`config.mk`:
```
export PLATFORM = sky130hd
export DESIGN_NAME = scc_regfile_wb
export DESIGN_NICKNAME = d
export VERILOG_FILES = /design/src/rtl/scc_pkg.sv /design/src/rtl/scc_cond_eval.sv /design/src/rtl/scc_regfile_wb.sv
export SDC_FILE = /design/constraint.sdc
export NUM_CORES = 1
export LEC_CHECK = 0
export ABC_CLOCK_PERIOD_IN_PS = 5600
export BUFFER_PORTS_ARGS = -buffer_cell sky130_fd_sc_hd__buf_4
export CAP_MARGIN = 20
export CORE_MARGIN = 1
export CORE_UTILIZATION = 64
export DETAILED_ROUTE_END_ITERATION = 10
export GPL_TIMING_DRIVEN = 1
export PLACE_DENSITY = 0.95
export SYNTH_ARGS = -nofsm -noshare
export SYNTH_HDL_FRONTEND = slang
export SYNTH_SLANG_ARGS = --single-unit
```
`constraint.sdc`:
```
create_clock -name clk -period 5.6 [get_ports clk]
set_clock_uncertainty 0.05 [all_clocks]
set_input_delay 0.28 -clock clk [delete_from_list [all_inputs] [get_ports clk]]
set_output_delay 0.28 -clock clk [all_outputs]
set_load 0.05 [all_outputs]
```
`src/rtl/scc_pkg.sv`:
```
// Shared constants for the execute/writeback slice: widths, CPSR bit positions
// and ARM-style condition codes.
package scc_pkg;

    localparam int DATA_W = 32;
    localparam int NREGS  = 8;
    localparam int ADDR_W = 3;
    localparam int FLAG_W = 4;

    localparam int FLAG_N = 3;
    localparam int FLAG_C = 2;
    localparam int FLAG_Z = 1;
    localparam int FLAG_V = 0;

    localparam logic [3:0] COND_EQ = 4'h0;
    localparam logic [3:0] COND_NE = 4'h1;
    localparam logic [3:0] COND_CS = 4'h2;
    localparam logic [3:0] COND_CC = 4'h3;
    localparam logic [3:0] COND_MI = 4'h4;
    localparam logic [3:0] COND_PL = 4'h5;
    localparam logic [3:0] COND_VS = 4'h6;
    localparam logic [3:0] COND_VC = 4'h7;
    localparam logic [3:0] COND_HI = 4'h8;
    localparam logic [3:0] COND_LS = 4'h9;
    localparam logic [3:0] COND_GE = 4'hA;
    localparam logic [3:0] COND_LT = 4'hB;
    localparam logic [3:0] COND_GT = 4'hC;
    localparam logic [3:0] COND_LE = 4'hD;
    localparam logic [3:0] COND_AL = 4'hE;
    localparam logic [3:0] COND_NV = 4'hF;

endpackage

```
`src/rtl/scc_cond_eval.sv`:
```
// Combinational condition-code evaluator: (cond, N/C/Z/V flags) -> taken.
// Kept standalone so the fetch stage can reuse it for early branch resolution.
module scc_cond_eval
    import scc_pkg::*;
(
    input  logic [3:0]        cond,
    input  logic [FLAG_W-1:0] flags,
    output logic              taken
);

    logic n, c, z, v;

    assign n = flags[FLAG_N];
    assign c = flags[FLAG_C];
    assign z = flags[FLAG_Z];
    assign v = flags[FLAG_V];

    always_comb begin
        taken = 1'b0;
        case (cond)
            COND_EQ: taken = z;
            COND_NE: taken = ~z;
            COND_CS: taken = c;
            COND_CC: taken = ~c;
            COND_MI: taken = n;
            COND_PL: taken = ~n;
            COND_VS: taken = v;
            COND_VC: taken = ~v;
            COND_HI: taken = c & ~z;
            COND_LS: taken = ~(c & ~z);
            COND_GE: taken = (n == v);
            COND_LT: taken = (n != v);
            COND_GT: taken = ~z & (n == v);
            COND_LE: taken = ~(~z & (n == v));
            COND_AL: taken = 1'b1;
            COND_NV: taken = 1'b0;
            default: taken = 1'b0;
        endcase
    end

endmodule

```
`src/rtl/scc_regfile_wb.sv`:
```
// Writeback end of EX: 8x32 register file, CPSR and registered branch resolution.
// Optional macro SCC_WB_BYPASS_EN forwards same-cycle write data and flag updates.
module scc_regfile_wb
    import scc_pkg::*;
(
    input  logic              clk,
    input  logic              rst,
    input  logic              w_enable,
    input  logic              w_select,
    input  logic [DATA_W-1:0] w_alu,
    input  logic [DATA_W-1:0] w_id,
    input  logic [ADDR_W-1:0] dest_reg,
    input  logic [ADDR_W-1:0] r_addr_0,
    input  logic [ADDR_W-1:0] r_addr_1,
    output logic [DATA_W-1:0] r_val_0,
    output logic [DATA_W-1:0] r_val_1,
    input  logic              flags_we,
    input  logic [FLAG_W-1:0] flags_in,
    output logic [FLAG_W-1:0] cpsr,
    input  logic              b_eval,
    input  logic [3:0]        b_cond,
    output logic              b_valid,
    output logic              b_taken
);

    logic [DATA_W-1:0] regs [NREGS];
    logic [DATA_W-1:0] w_data;
    logic [FLAG_W-1:0] cpsr_q;
    logic [FLAG_W-1:0] cpsr_eff;
    logic              cond_taken;

    assign w_data = w_select ? w_id : w_alu;

    always_ff @(posedge clk) begin
        if (rst) begin
            for (int i = 0; i < NREGS; i++) begin
                regs[i] <= '0;
            end
        end else if (w_enable) begin
            regs[dest_reg] <= w_data;
        end
    end

`ifdef SCC_WB_BYPASS_EN
    assign r_val_0  = (w_enable && (dest_reg == r_addr_0)) ? w_data : regs[r_addr_0];
    assign r_val_1  = (w_enable && (dest_reg == r_addr_1)) ? w_data : regs[r_addr_1];
    assign cpsr_eff = flags_we ? flags_in : cpsr_q;
`else
    assign r_val_0  = regs[r_addr_0];
    assign r_val_1  = regs[r_addr_1];
    assign cpsr_eff = cpsr_q;
`endif

    always_ff @(posedge clk) begin
        if (rst) begin
            cpsr_q <= '0;
        end else if (flags_we) begin
            cpsr_q <= flags_in;
        end
    end

    assign cpsr = cpsr_q;

    scc_cond_eval u_cond_eval (
        .cond  (b_cond),
        .flags (cpsr_eff),
        .taken (cond_taken)
    );

    // b_eval is a one-cycle request with no backpressure; b_valid is a one-cycle
    // response exactly one edge later, and b_taken is meaningful only while b_valid=1.
    always_ff @(posedge clk) begin
        if (rst) begin
            b_valid <= 1'b0;
            b_taken <= 1'b0;
        end else begin
            b_valid <= b_eval;
            b_taken <= b_eval & cond_taken;
        end
    end

endmodule

```
==> reports/summary.txt, run 1 <==
CTS sink count: 262
Reg clk slew, reported paths: 0.06 ns
CP max stage delay: 0.68 ns
post-synthesis register bit count: 262
Pre-antenna DRT Iters: 6
DP Area: 14900 um2
layout cells sized above 1: 31.7%
CP startpoint kind: primary input
Pwr per Cell Area: 317 nW/um2
final setup vio count: 0
crit-path leading delay family: buffers and inverters
grt ovf: 0
Hold Crit Class: primary input to register
Top cell by count, worst path: buf_4
Slew HR: 22.6%
fill count: 1088
post-synth cell types: 28
top cell type's share of synthesized area: 56.1%
Synth area leaders: edfxtp_1, mux4_1, mux4_2
core footprint: 21000 um2
worst-path cell chain: buf_4 -> buf_4 -> mux4_1 -> mux2_2 -> buf_4
Fmax: 338 MHz
Synth Warn #: 0
FP Rows: 53
width of the die: 148 um
most frequent cells in the layout: nor2_1, edfxtp_1, buf_4
Worst setup EP type: output pin
fin area: 16000 um2
largest net degree at the start of global routing: 65
register area share after synthesis: 57.0%
Peak supply drop: 0.000242 V
final hold vios: 0
nets: 1089
CTS tree: done
post-route ant nets: 0
DRT Wirelength: 37.6 mm
period utilisation layout: 52.8%
final antenna diode count: 0
CTS root buffer: clkbuf_16
Clock Latency Late Sink: 0.53 ns
Leak: 5.92 nW
initial DRC count: 1218
Initial Util: 65.2%
WP buf/inv: 3
fin crit period: 2.96 ns
first-pass GRT wire length: 55.9 mm
Mapped Nets: 949
Post-CTS Resized: 0
status: finished clean
vias after detailed routing: 9278
Die H: 148 um
CP max FO: 43
Worst EP arrival: 2.63 ns
Final GP Congestion: 0.739
RSZ-0062 raised after global routing: false
maximum clock path buffer count: 3
total power draw: 5.06 mW
Synth-to-Final Area Change: 16.4%
PortBufs: 156
CTS Buf Count: 27
Req. time, crit path: 5.27 ns
initial antenna violation count: 0
commonest non-fill, non-tap cell in the layout: nor2_1
H-tree depth: 1
Avg Cell Area, Syn: 15.9 um2
Setup Buffers After CTS: 0
kind of critical path: primary input to output pin
vias per cell: 7.16
Post-Synthesis Cell Area: 13700 um2
wire per inst: 29.0 um
# IOs: 157
setup TNS: 0 ns
GR Util All Layers: 34.9%
Worst Tran Pin Value: 1.16 ns
max-cap violations: 0
DR DRC count: 0
Worst path slowest cell: mux4_1
Final HPWL DP: 19.9 mm
Cells after Synth: 862
top cell type by total area after synthesis: edfxtp_1
vias in the first global route: 9808
hold buffers post-CTS: 11
Slew Viols, Final: 0
Total Die Area: 22000 um2
layer usage:
| layer | track usage, % | vias up | routed length, um |
|---|---|---|---|
| li1 | - | 3682 | - |
| met1 | 42.2 | 4551 | 11900 |
| met2 | 58.6 | 886 | 19400 |
| met3 | 7.24 | 159 | 4350 |
| met4 | 20.8 | 0 | 1880 |
| met5 | 0 | - | 0 |
report_power, final:
part	internal (mW)	switching (mW)
registers	2.28	0.0725
logic	0.372	0.561
clock network	1.02	0.751
area by class of cell:
cell class	count	area [um2]	share of cell area [%]
sequential	262	7810	48.9
multi-input combinational	531	5550	34.8
timing repair buffer	178	1410	8.83
clock buffer	33	698	4.38
tap	275	344	2.16
clock inverter	15	145	0.910
inverter	2	7.51	0.0470
worst paths after layout:
| path | to | cells after the start | slack (ns) | from |
|---|---|---|---|---|
| setup / recovery | r_val_0[19] | 5 | 2.64 | r_addr_0[0] |
| setup reg to reg | cpsr[1]$_SDFFE_PP0P_ | 4 | 3.71 | cpsr[1]$_SDFFE_PP0P_ |
| hold / removal | b_taken$_SDFF_PP0_ | 3 | 0.01 | b_cond[2] |
| hold reg to reg | b_taken$_SDFF_PP0_ | 4 | 0.84 | cpsr[2]$_SDFFE_PP0P_ |
synthesized netlist by cell type:
cell        n
buf_1       8
nor2_1    262
mux2_4      2
xnor2_1     3
o311ai_0    1
nor3b_1     3
edfxtp_1  256
nor3_1      1
o221ai_1    1
nand2_1     6
clkbuf_1   30
nor4b_1     1
o211ai_1    1
a21boi_0    1
mux2_2     62
nor2b_1     4
mux4_2     48
a21oi_1     3
buf_2      15
mux4_1     80
mux2i_1    37
dfxtp_1     6
and3b_1     1
o31ai_1     1
nand3_1     3
nand2b_1   10
inv_1       2
buf_6      14
through the flow:
step / util [%] / setup slack [ns] / hold WS (ns) / instances
3_5_place_dp: 71.1 / 2.54 / 0.476 / 1234
5_1_grt: 75.9 / 2.53 / 0.0369 / 1296
6_report: 75.9 / 2.64 / 0.0102 / 1296
2_1_floorplan: - / 3.53 / 0.313 / 862
4_1_cts: 75.6 / 2.61 / 0.00702 / 1293
3_3_place_gp: 71.1 / 2.62 / 0.470 / 1234
state kept, by name (all words and copies together) (netlist names):
signal,count
regs,256
cpsr,4
b_taken,1
b_valid,1
cells by family after synthesis:
family	share of synthesized area [%]
AOI/OAI and AO/OA	0.402
xor gates and xnor gates	0.192
buffers and inverters	2.79
DFF	57.0
muxes	31.2
and+or+nand+nor	8.42
tightest hold or removal path, cell delays in order:
cell	delay, ns
buf_4	0.09
nor3b_1	0.04
nor3_1	0.13
Power figures use the tool's default switching activity.
==> inputs of run 2 (changes only) <==
ABC_CLOCK_PERIOD_IN_PS = 2700   (was 5600)
CORE_UTILIZATION = 53   (was 64)
PLACE_DENSITY = 0.88   (was 0.95)
clock period = 2.7 ns   (was 5.6 ns; I/O delays follow)
==> reports/summary.txt, run 2 (same netlist as run 1, synthesis figures left out) <==
first-pass GRT wire length: 53.2 mm (was 55.9 mm)
Post-CTS Resized: 0 (unchanged)
Peak supply drop: 0.000354 V (was 0.000242 V)
CTS Buf Count: 25 (was 27)
maximum clock path buffer count: 3 (unchanged)
vias in the first global route: 9186 (was 9808)
RSZ-0062 raised after global routing: false (unchanged)
Pre-antenna DRT Iters: 5 (was 6)
Req. time, crit path: 3.05 ns (was 5.27 ns)
width of the die: 163 um (was 148 um)
most frequent cells in the layout: nor2_1, edfxtp_1, buf_4 (unchanged)
DRT Wirelength: 35.9 mm (was 37.6 mm)
Int Power: 7.41 mW (was 3.67 mW)
fin crit period: 2.38 ns
Worst setup EP type: register (was output pin)
Final HPWL DP: 20.3 mm (was 19.9 mm)
vias per cell: 6.47 (was 7.16)
status: finished clean (unchanged)
Clock Latency Late Sink: 0.51 ns (was 0.53 ns)
CP max FO: 8 (was 43)
post-route ant nets: 0 (unchanged)
initial antenna violation count: 0 (unchanged)
H-tree depth: 1 (unchanged)
vias after detailed routing: 8869 (was 9278)
CTS root buffer: clkbuf_16 (unchanged)
Fmax: 421 MHz
DR DRC count: 0 (unchanged)
Non-Filler Instances: 1370 (was 1296)
fill count: 1716 (was 1088)
FP Rows: 58 (was 53)
grt ovf: 0 (unchanged)
layout cells sized above 1: 33.4% (was 31.7%)
final hold vios: 0 (unchanged)
Worst Tran Pin Value: 0.828 ns (was 1.16 ns)
CTS sink count: 262 (unchanged)
initial DRC count: 918 (was 1218)
Slew HR: 43.2% (was 22.6%)
# IOs: 157 (unchanged)
Initial Util: 54.3% (was 65.2%)
core footprint: 25300 um2 (was 21000 um2)
largest net degree at the start of global routing: 65 (unchanged)
combinational share of power: 19.4% (was 18.4%)
wire per inst: 26.2 um (was 29.0 um)
Switch Pwr: 2.69 mW (was 1.38 mW)
Pwr per Cell Area: 622 nW/um2 (was 317 nW/um2)
Hold Crit Class: primary input to register (unchanged)
final setup vio count: 0 (unchanged)
Reg power frac: 48.1% (was 46.6%)
period utilisation layout: 88.0%
max FFs per register: 256 (unchanged)
Die H: 163 um (was 148 um)
dpl ws: 0.615 ns (was 2.54 ns)
final worst slack: 0.323 ns (was 2.64 ns)
Leak: 6.03 nW (was 5.92 nW)
commonest non-fill, non-tap cell in the layout: nor2_1 (unchanged)
Clk pwr share: 32.4% (was 35.0%)
Slew Viols, Final: 0 (unchanged)
CP startpoint kind: register (was primary input)
final antenna diode count: 0 (unchanged)
Switching Fraction: 26.7% (was 27.4%)
Reg clk slew, reported paths: 0.06 ns (about the same)
Total Die Area: 26500 um2 (was 22000 um2)
Util after Layout: 64.3% (was 75.9%)
kind of critical path: register to register (was primary input to output pin)
Final GP Congestion: 0.777 (was 0.739)
GR Util All Layers: 27.3% (was 34.9%)
Synth-to-Final Area Change: 18.5% (was 16.4%)
CTS tree: done (unchanged)
PortBufs: 156 (unchanged)
DP Cell Count: 1310 (was 1234)
nets: 1111 (was 1089)
max-cap violations: 0 (unchanged)
setup TNS: 0 ns (unchanged)
Worst EP arrival: 2.73 ns (was 2.63 ns)
largest reg by FF count: regs (unchanged)
[run 2: critical path, cell delays in order (launching register included)]
cell	delay, ns
dfxtp_1	0.50
xnor2_1	0.16
a21oi_1	0.09
xnor2_1	0.12
nor3b_1	0.18
dlygate4sd3_1	0.58
nor3_1	0.04
dlygate4sd3_1	0.55
[run 2: final timing paths]
| kind | from | end | slack, ns | cells after the start |
|---|---|---|---|---|
| setup / recovery | cpsr[0]$_SDFFE_PP0P_ | b_taken$_SDFF_PP0_ | 0.32 | 7 |
| hold / removal | w_alu[2] | regs[0][2]$_SDFFCE_PN0P_ | 0.08 | 3 |
| hold reg to reg | cpsr[3]$_SDFFE_PP0P_ | b_taken$_SDFF_PP0_ | 1.36 | 4 |
| setup reg to reg | cpsr[0]$_SDFFE_PP0P_ | b_taken$_SDFF_PP0_ | 0.32 | 7 |
[run 2: what timing repair did]
item	4_1_cts	5_1_grt
hold buffers	17	0
endpoints found under the hold margin	6	0
setup buffers	0	0
[run 2: stage by stage]
step                      hold WS [ns]  instance area, um2  power [mW]
after floorplan                  0.168               13700        6.21
after global placement           0.324               15300        6.80
after detailed placement         0.328               15300        6.87
after CTS                       0.0642               16200        10.1
after global routing            0.0815               16200        10.4
final                           0.0759               16200        10.1
[run 2: area by class of cell]
class	count	area [um2]	share of cell area, %
multi-input combinational	531	5560	34.2
inverter	2	7.51	0.0462
tap	330	413	2.54
clock buffer	35	693	4.27
timing repair buffer	202	1700	10.4
clock inverter	8	62.6	0.385
sequential	262	7810	48.1
[run 2: layer usage]
metal	global-route usage [%]	vias up	wire [um]
li1	-	3729	-
met5	0	-	0
met3	3.79	87	3530
met2	47.3	580	18300
met1	35.2	4473	13000
met4	9.86	0	1030
[run 2: power by group through the flow]
stage,logic (mW),clock network (mW),registers [mW]
6_report,1.96,3.28,4.86
5_1_grt,2.04,3.43,4.88
3_3_place_gp,1.90,0,4.89
3_5_place_dp,1.93,0,4.93
4_1_cts,1.97,3.30,4.86
2_1_floorplan,1.32,0,4.89
==> inputs of run 3 (changes only) <==
BUFFER_PORTS_ARGS = -buffer_cell sky130_fd_sc_hd__buf_2   (was -buffer_cell sky130_fd_sc_hd__buf_4)
CORE_UTILIZATION = 54   (was 53)
PLACE_DENSITY = 0.89   (was 0.88)
SETUP_SLACK_MARGIN = 0.3   (was not set)
SYNTH_HIERARCHICAL = 1   (was not set)
==> reports/summary.txt, run 3 <==
largest net degree at the start of global routing: 101 (was 65)
fill count: 1611 (was 1716)
Worst Tran Pin Value: 0.940 ns (was 0.828 ns)
Worst EP arrival: 2.07 ns (was 2.73 ns)
fin crit period: 2.25 ns (was 2.38 ns)
layout cells sized above 1: 33.4% (about the same)
DRT Wirelength: 37.1 mm (was 35.9 mm)
Total Die Area: 26900 um2 (was 26500 um2)
CP startpoint kind: register (unchanged)
first-pass GRT wire length: 56.2 mm (was 53.2 mm)
final antenna diode count: 0 (unchanged)
CP max stage delay: 0.58 ns (about the same)
CTS sink count: 262 (unchanged)
Slew HR: 35.6% (was 43.2%)
Reg clk slew, reported paths: 0.07 ns (was 0.06 ns)
CTS Buf Count: 26 (was 25)
CP Depth: 3 (was 7)
Peak supply drop: 0.000435 V (was 0.000354 V)
max FFs per register: 256 (unchanged)
WP buf/inv: 1 (was 2)
Cells after Synth: 895 (was 862)
core footprint: 25500 um2 (was 25300 um2)
wire per inst: 27.1 um (was 26.2 um)
Req. time, crit path: 2.52 ns (was 3.05 ns)
Slew Viols, Final: 0 (unchanged)
CTS tree: done (unchanged)
Clock Latency Late Sink: 0.52 ns (was 0.51 ns)
FFs w/ async S/R, synth: 0% (unchanged)
Reg2Reg Setup Slack: 0.86 ns (was 0.32 ns)
Pre-antenna DRT Iters: 5 (unchanged)
register area share after synthesis: 55.0% (was 57.0%)
final worst slack: 0.445 ns (was 0.323 ns)
hold depth: 3 (unchanged)
post-synth cell types: 35 (was 28)
Final GP Congestion: 0.767 (was 0.777)
Die H: 164 um (was 163 um)
initial antenna violation count: 0 (unchanged)
DR DRC count: 0 (unchanged)
top cell type by total area after synthesis: edfxtp_1 (unchanged)
worst-path cell chain: mux4_1 -> mux2_2 -> buf_2 (was xnor2_1 -> a21oi_1 -> xnor2_1 -> nor3b_1 -> dlygate4sd3_1 -> nor3_1 -> dlygate4sd3_1)
Mapped Nets: 982 (was 949)
Worst path slowest cell: mux4_1 (was dlygate4sd3_1)
CP max FO: 2 (was 8)
Worst Setup EP: r_val_1[6] (was b_taken$_SDFF_PP0_)
top-count cell post-synth: nor3_1 (was nor2_1)
Critical R2R Launch: cpsr[2]$_SDFFE_PP0P_ (was cpsr[0]$_SDFFE_PP0P_)
Synth area leaders: edfxtp_1, mux4_1, nor3_1 (was edfxtp_1, mux4_1, mux4_2)
Synth-to-Final Area Change: 15.8% (was 18.5%)
H-tree depth: 1 (unchanged)
Final HPWL DP: 21.8 mm (was 20.3 mm)
commonest non-fill, non-tap cell in the layout: nor3_1 (was nor2_1)
kind of critical path: register to output pin (was register to register)
final setup vio count: 0 (unchanged)
Avg Cell Area, Syn: 15.9 um2 (about the same)
period utilisation layout: 83.5% (was 88.0%)
Non-Filler Instances: 1368 (was 1370)
Initial Util: 55.7% (was 54.3%)
width of the die: 164 um (was 163 um)
# IOs: 157 (unchanged)
CTS root buffer: clkbuf_16 (unchanged)
Util after Layout: 64.5% (was 64.3%)
Main synth FF type: edfxtp_1 (unchanged)
dpl ws: 0.621 ns (was 0.615 ns)
Setup crit start: regs[3][6]$_SDFFCE_PN0P_ (was cpsr[0]$_SDFFE_PP0P_)
R2R Path End: cpsr[2]$_SDFFE_PP0P_ (was b_taken$_SDFF_PP0_)
post-synthesis register bit count: 262 (unchanged)
Post-CTS Resized: 0 (unchanged)
Post-synth EDFFs: 256 (unchanged)
Worst setup EP type: output pin (was register)
post-route ant nets: 0 (unchanged)
Hold Crit Class: primary input to register (unchanged)
Pwr per Cell Area: 641 nW/um2 (was 622 nW/um2)
most frequent cells in the layout: nor3_1, edfxtp_1, buf_2 (was nor2_1, edfxtp_1, buf_4)
Fmax: 444 MHz (was 421 MHz)
Synth Warn #: 6 (was 0)
GR Util All Layers: 28.0% (was 27.3%)
RSZ-0062 raised after global routing: false (unchanged)
top cell type's share of synthesized area: 54.2% (was 56.1%)
Post-synth top cells: nor3_1, edfxtp_1, mux4_1 (was nor2_1, edfxtp_1, mux4_1)
maximum clock path buffer count: 3 (unchanged)
Leak: 5.71 nW (was 6.03 nW)
largest reg by FF count: regs (unchanged)
FP Rows: 58 (unchanged)
initial DRC count: 1062 (was 918)
grt ovf: 0 (unchanged)
Post-Synthesis Cell Area: 14200 um2 (was 13700 um2)
status: finished clean (unchanged)
crit-path leading delay family: multiplexers (was buffers and inverters)
final hold vios: 0 (unchanged)
vias in the first global route: 9761 (was 9186)
Hold WS: 0.0780 ns (was 0.0759 ns)
nets: 1108 (was 1111)
total power draw: 10.5 mW (was 10.1 mW)
PortBufs: 156 (unchanged)
max-cap violations: 0 (unchanged)
DP Cell Count: 1308 (was 1310)
vias after detailed routing: 9547 (was 8869)
vias per cell: 6.98 (was 6.47)
Reg2Reg Depth: 4 (was 7)
-- run 3: cell types whose count changed after synthesis, sizes merged, moves of 2 or more --
cell	change
a211oi	+2
nand2	-3
nor3b	-2
nor2b	-2
clkbuf	+19
buf	+16
nor3	+256
nor2	-256
or2	+2
nand2b	-7
o21bai	+8
-- run 3: cell families (layout without fill, tap and decap cells) --
logic type | count (synthesis) | in the layout | synth area share (%)
buffers and inverters | 103 | 246 | 3.83
AOI/OAI and AO/OA | 17 | 17 | 0.846
DFF | 262 | 262 | 55.0
muxes | 228 | 228 | 30.1
xor gates and xnor gates | 2 | 2 | 0.123
and+or+nand+nor | 283 | 283 | 10.1
-- run 3: repair_timing --
action                                 4_1_cts  5_1_grt
setup buffers                                0        0
hold buffers                                15        0
endpoints found under the hold margin        6        0
-- run 3: stage by stage --
| stage | area [um2] | TNS (ns) |
|---|---|---|
| final | 16400 | 0 |
| after global routing | 16400 | 0 |
| after CTS | 16400 | 0 |
| after detailed placement | 15400 | 0 |
| after global placement | 15400 | 0 |
| after floorplan | 14200 | -49.06 |
-- run 3: worst min-delay path by stage --
stage	start	endpoint	slack, ns
floorplan	rst	b_valid$_SDFF_PP0_	0.16
CTS	rst	b_taken$_SDFF_PP0_	0.05
detailed placement	flags_in[0]	cpsr[0]$_SDFFE_PP0P_	0.33
finish	rst	b_taken$_SDFF_PP0_	0.08
global placement	flags_in[1]	cpsr[1]$_SDFFE_PP0P_	0.32
global route	rst	b_taken$_SDFF_PP0_	0.12
-- run 3: worst reg2reg max path: stages (launching register included) --
cell and delay (ns):
dfxtp_1 0.44, mux2i_1 0.10, dlygate4sd3_1 0.57, nor2_1 0.08, dlygate4sd3_1 0.54
-- run 3: final cells by class --
type                    instances  area, um2  share of cell area [%]
well taps                     330        413                    2.51
repair buffers                200       1400                    8.54
clock inverters                13        164                   0.997
flip-flops and latches        262       7810                    47.5
multi-input cells             530       5950                    36.2
inverters                       1       3.75                  0.0228
clock buffers                  32        694                    4.22
-- run 3: report_power, final --
part           internal, mW  switching (mW)
Clock                  2.20            1.49
Sequential             4.72           0.135
Combinational         0.725            1.26
-- run 3: routing by layer --
layer	routed length, um	part of all wire, %	vias to the layer above	track usage [%]
met5	0	0	-	0
met1	13100	35	4705	35.5
li1	-	-	3999	-
met3	3540	9.5	111	4.24
met2	19100	52	732	48.5
met4	1280	3.5	0	11.2
